--- src/rtl/rad_q14_to_int_deg.sv ---
// rtl/rad_q14_to_int_deg.sv - signed Q2.14 radians to signed integer degrees, start/done FSM
// Optional range saturation to +/-LIMIT_DEG is built only when RANGE_CHECK_EN is defined.
`ifndef INPUTOUTBIT
`define INPUTOUTBIT 16
`endif

module rad_q14_to_int_deg #(
    parameter logic [11:0] K_RAD2DEG  = 12'd3667,
`ifdef RANGE_CHECK_EN
    parameter int          LIMIT_DEG  = 90,
`endif
    parameter int          FRAC_SHIFT = 20
) (
    input  logic                    clk,
    input  logic                    rst,
    input  logic                    start,
    input  logic [15:0]             rad_q14,
    output logic [`INPUTOUTBIT-1:0] deg_out,
    output logic                    deg_valid,
    output logic                    busy,
    output logic                    error,
    output logic                    done
);

    typedef enum logic [2:0] {
        S_IDLE,
        S_ABS,
        S_MUL,
        S_RND,
        S_OUT,
        S_DONE
    } state_t;

    localparam logic [28:0] RND_HALF = 29'd1 << (FRAC_SHIFT - 1);

    state_t                  r_state;
    state_t                  w_next;

    logic [15:0]             r_rad;
    logic                    r_sign;
    logic [16:0]             r_mag;
    logic [28:0]             r_prod;
    logic [8:0]              r_mag_deg;
    logic [`INPUTOUTBIT-1:0] r_deg_out;
    logic                    r_deg_valid;
    logic                    r_done;

    logic [16:0]             w_rad_ext;
    logic [16:0]             w_mag;
    logic [28:0]             w_prod;
    logic [8:0]              w_mag_sel;
    logic [`INPUTOUTBIT-1:0] w_mag_ext;
    logic [`INPUTOUTBIT-1:0] w_deg_val;

    // 17-bit magnitude so that -32768 maps to +32768 without wrapping
    assign w_rad_ext = {r_rad[15], r_rad};
    assign w_mag     = r_rad[15] ? (17'd0 - w_rad_ext) : w_rad_ext;
    assign w_prod    = 29'(r_mag) * 29'(K_RAD2DEG);

`ifdef RANGE_CHECK_EN
    logic w_over;
    logic r_error;

    assign w_over    = (r_mag_deg > 9'(LIMIT_DEG));
    assign w_mag_sel = w_over ? 9'(LIMIT_DEG) : r_mag_deg;
    assign error     = r_error;
`else
    assign w_mag_sel = r_mag_deg;
    assign error     = 1'b0;
`endif

    // Negating a zero magnitude yields zero, so there is no negative-zero case
    assign w_mag_ext = `INPUTOUTBIT'(w_mag_sel);
    assign w_deg_val = r_sign ? (`INPUTOUTBIT'(0) - w_mag_ext) : w_mag_ext;

    always_ff @(posedge clk) begin
        if (!rst) begin
            r_state <= S_IDLE;
        end else begin
            r_state <= w_next;
        end
    end

    always_comb begin
        w_next = r_state;
        case (r_state)
            S_IDLE:  if (start) w_next = S_ABS;
            S_ABS:   w_next = S_MUL;
            S_MUL:   w_next = S_RND;
            S_RND:   w_next = S_OUT;
            S_OUT:   w_next = S_DONE;
            S_DONE:  w_next = S_IDLE;
            default: w_next = S_IDLE;
        endcase
    end

    always_ff @(posedge clk) begin
        if (!rst) begin
            r_rad       <= '0;
            r_sign      <= 1'b0;
            r_mag       <= '0;
            r_prod      <= '0;
            r_mag_deg   <= '0;
            r_deg_out   <= '0;
            r_deg_valid <= 1'b0;
            r_done      <= 1'b0;
`ifdef RANGE_CHECK_EN
            r_error     <= 1'b0;
`endif
        end else begin
            r_deg_valid <= 1'b0;
            r_done      <= 1'b0;
            case (r_state)
                S_IDLE: begin
                    if (start) begin
                        r_rad   <= rad_q14;
`ifdef RANGE_CHECK_EN
                        r_error <= 1'b0;
`endif
                    end
                end
                S_ABS: begin
                    r_sign <= r_rad[15];
                    r_mag  <= w_mag;
                end
                S_MUL: begin
                    r_prod <= w_prod;
                end
                S_RND: begin
                    // Rounding on the magnitude gives half-away-from-zero once the sign is reapplied
                    r_mag_deg <= 9'((r_prod + RND_HALF) >> FRAC_SHIFT);
                end
                S_OUT: begin
                    r_deg_out   <= w_deg_val;
                    r_deg_valid <= 1'b1;
`ifdef RANGE_CHECK_EN
                    if (w_over) r_error <= 1'b1;
`endif
                end
                S_DONE: begin
                    r_done <= 1'b1;
                end
                default: ;
            endcase
        end
    end

    assign deg_out   = r_deg_out;
    assign deg_valid = r_deg_valid;
    assign done      = r_done;
    assign busy      = (r_state != S_IDLE);

endmodule

--- config.mk ---
export PLATFORM = sky130hd
export DESIGN_NAME = rad_q14_to_int_deg
export DESIGN_NICKNAME = d
export VERILOG_FILES = /design/src/rtl/rad_q14_to_int_deg.sv
export SDC_FILE = /design/constraint.sdc
export NUM_CORES = 1
export LEC_CHECK = 0
export CAP_MARGIN = 20
export CORE_ASPECT_RATIO = 2
export CORE_MARGIN = 1.5
export CORE_UTILIZATION = 30
export CTS_BUF_LIST = sky130_fd_sc_hd__clkbuf_4 sky130_fd_sc_hd__clkbuf_8 sky130_fd_sc_hd__clkbuf_16
export CTS_CLUSTER_DIAMETER = 100
export DETAILED_ROUTE_END_ITERATION = 16
export REMOVE_ABC_BUFFERS = 1
export SYNTH_ARGS = -nofsm -noshare
export SYNTH_HDL_FRONTEND = slang
export SYNTH_SLANG_ARGS = --single-unit
--- constraint.sdc ---
create_clock -name clk -period 11.1 [get_ports clk]
set_clock_uncertainty 0.15 [all_clocks]
set_input_delay 1.11 -clock clk [delete_from_list [all_inputs] [get_ports clk]]
set_output_delay 1.11 -clock clk [all_outputs]
set_load 0.01 [all_outputs]
==> impl_results.md <==
- Sequential share of power: 0.263
- Critical path class: flip-flop to flip-flop
- Via total after detailed routing: slightly below 5000
- Most Frequent Cell on Critical Path: fa_1
- Cell Area, Synth: around 0.0065 mm2
- Residual DRC: 0
- Max Clk Rate: 0.181 GHz
- Grt total ovfl: 0
- Register area share after synthesis: 0.210
- Post-layout net count: just over 900
- Routed WL per cell: ~15 um
- RePlAce Congestion: roughly 0.84
- Routed Antenna Nets: 0
- Vias in the first global route: 5137
- Worst rel slew slack: 0.424
- Ys Warns: 0
- Maximum vdd drop: roughly 0.000088 V
- Num CTS Buffers: 9
- Area Growth Syn to Fin: 13.5%
- H-tree levels: 3
- Minimum clock period: around 5.5 ns
- Setup Buffers After CTS: 0
- DP Area: ~0.0071 mm2
- CP Data Required Time: 11.19 ns
- Fin. max-slew vios: 0
- CTS root buffer: clkbuf_16
- Final Core Density: 0.349
- HPWL Detailed: between 10000 and 15000 um
- CTS tree: done
- Layout cells sized above 1: 0.0372
- Post-CTS sizing: 0
- CTS Buffer Depth: 2
- 1st-iter DRT viols: roughly 140
- Die extent in x: 107 um
- Post-Layout Cell Count: between 1000 and 1500
- Total leakage power: 3.39 nW
- Die area: 0.0226 mm2
- Post-Syn Instances: approximately 730
- Placed Instances: ~1000
- Antenna violations before repair: 0
- Asr flop ratio synth: 0
- Max-cap violations: 0
- Core footprint: between 0.02 and 0.025 mm2
- Fillcell total: 2176
- Drt pass-1 iters: 4
- Internal power: roughly 650 uW
- Comb power frac: 0.497
- Crit path max-delay cell type: dfxtp_1
- Drt total wl: between 15000 and 20000 um
- I/O pin count: 39
- RSZ-0062 raised after global routing: false
- Yosys reg bits: 68
- Worst path cell trace: inv_1 > fa_1 > inv_1 > fa_1 > fa_1 > inv_1 > fa_1 > fa_1 > inv_1 > ha_1 > nand3_2 > a2111oi_4 > o211ai_2 > a21oi_1 > nor2_1 > a2111o_1 > o311ai_1
- Worst setup SP type: flip-flop
- Status: completed
- Post-route setup TNS: 0 ns
- Final setup vio count: 0
- CTS hold repair buffers: 0
- Top fanout value on the critical path: 8
- Total Power: around 1.1 mW
- Net switching power: roughly 490 uW
- Vias per cell: around 4.8
- Die span in y: 211 um
- Slew of the pin with the lowest slew margin: roughly 0.86 ns
- Storage cell area: 0.00136 mm2
- Commonest non-fill, non-tap cell in the layout: inv_1
- Worst skew pair latency: between 0.3 and 0.4 ns
- Hold Crit Class: flip-flop to flip-flop
- Diodes inserted: 0
- Largest net degree at the start of global routing: a little under 60
- Number of synthesized flops with an enable pin: 0
- Worst path arrival time: about 5.6 ns
- Top_reg_cell synth: dfxtp_1
- Clk pwr share: 0.240
- Total track usage: 0.146
- Switching share of power: 0.433
- Port-buffer cells: 37
- Crit path capture type: flip-flop
- Wire length of the first global-routing pass: 25400 um
- Distinct cells, synth: 56
- Pwr dens: around 160 mW/mm2
- CTS clk-pin slew, worst paths: ~0.060 ns
- Hold Vio Cnt, Final: 0
- Multi-input logic area: 0.00458 mm2
- Clock sinks: a little under 70
- Initial core utilization: 0.307
- Syn Area/Cell: between 8 and 9 um2
- Finished Cell Area: 0.00736 mm2
- Final worst-path cycle share: 0.499
- Max incr delay on CP: ~0.59 ns
- Most frequent cells in the layout: inv_1 (107), ha_1 (97), nand2_1 (75)
- FP Rows: 75
metal layers:
metal  track usage  share of wire
met1         0.133           0.34
met2         0.303           0.60
met3        0.0170          0.019
met4        0.0722          0.043
met5             0              0
logic make-up (layout without fill, tap and decap cells):
logic type	Yosys count	in the layout	synth area share
flops	68	68	0.210
xor+xnor	34	34	0.0459
mux	5	5	0.00772
compound gates	129	129	0.133
buf+inv	138	163	0.0839
fa+ha+maj	161	161	0.385
other cells	1	1	0.000578
simple gates	191	191	0.134
registers in the layout, indices dropped and copies added (netlist names):
| name | count |
|---|---|
| r_mag_deg | 9 |
| r_state | 3 |
| r_rad | 16 |
| done | 1 |
| deg_out | 10 |
| r_prod | 10 |
| r_mag | 17 |
| r_sign | 1 |
| deg_valid | 1 |
area by class of cell:
| type | instances | area share |
|---|---|---|
| Clock inverter | 6 | 0.00629 |
| Multi-Input combinational cell | 521 | 0.623 |
| Inverter | 108 | 0.0551 |
| Timing Repair Buffer | 39 | 0.0529 |
| Clock buffer | 10 | 0.0325 |
| Sequential cell | 68 | 0.185 |
| Tap cell | 269 | 0.0457 |
power groups by stage:
stage	combinational, mW	sequential, mW	clock, mW
global placement	0.571	0.306	0
finish	0.567	0.300	0.274
global route	0.668	0.304	0.290
detailed placement	0.577	0.306	0
floorplan	0.432	0.294	0
CTS	0.583	0.301	0.281
per-stage QoR:
stage,hold WS (ns),setup WS (ns)
floorplan,0.299,5.94
global placement,0.324,5.56
detailed placement,0.329,5.51
CTS,0.338,5.50
global route,0.360,5.24
finish,0.338,5.57
synth_stat cells (all sizes together) (3+ instances only):
cell type,n,share of area
inv,108,0.063
ha,97,0.19
nand2,75,0.043
dfxtp,68,0.21
fa,64,0.20
nor2,52,0.030
a21oi,45,0.035
a211oi,27,0.031
xor2,22,0.030
nand3,20,0.016
clkbuf,19,0.011
o21ai,18,0.014
xnor2,12,0.016
buf,11,0.010
nand4,9,0.0087
a21o,6,0.0069
and2,6,0.0060
nor3,6,0.0046
o31ai,6,0.0069
and3,5,0.0048
mux2i,5,0.0077
o211ai,5,0.0066
or3,4,0.0041
nand2b,3,0.0029
o21a,3,0.0035
o41ai,3,0.0041
critical path: cells and delay by family, from the launching register on:
kind / cells / cell delay [ns]
AO/OA/AOI/OAI: 5 / 1.29
adder cells (fa/ha/maj): 6 / 2.89
buffers and inverters: 4 / 0.27
flip-flops: 1 / 0.59
AND/OR/NAND/NOR: 2 / 0.24
path summary, 6_finish.rpt:
path | from | to | slack (ns) | cells past startpoint
min | r_prod[19] | r_prod[19] | 0.34 | 2
min reg2reg | r_prod[19] | r_prod[19] | 0.34 | 2
max | r_mag[7] | r_prod[25] | 5.57 | 17
max reg2reg | r_mag[7] | r_prod[25] | 5.57 | 17
Note: power is estimated with default switching activity, not from simulation.
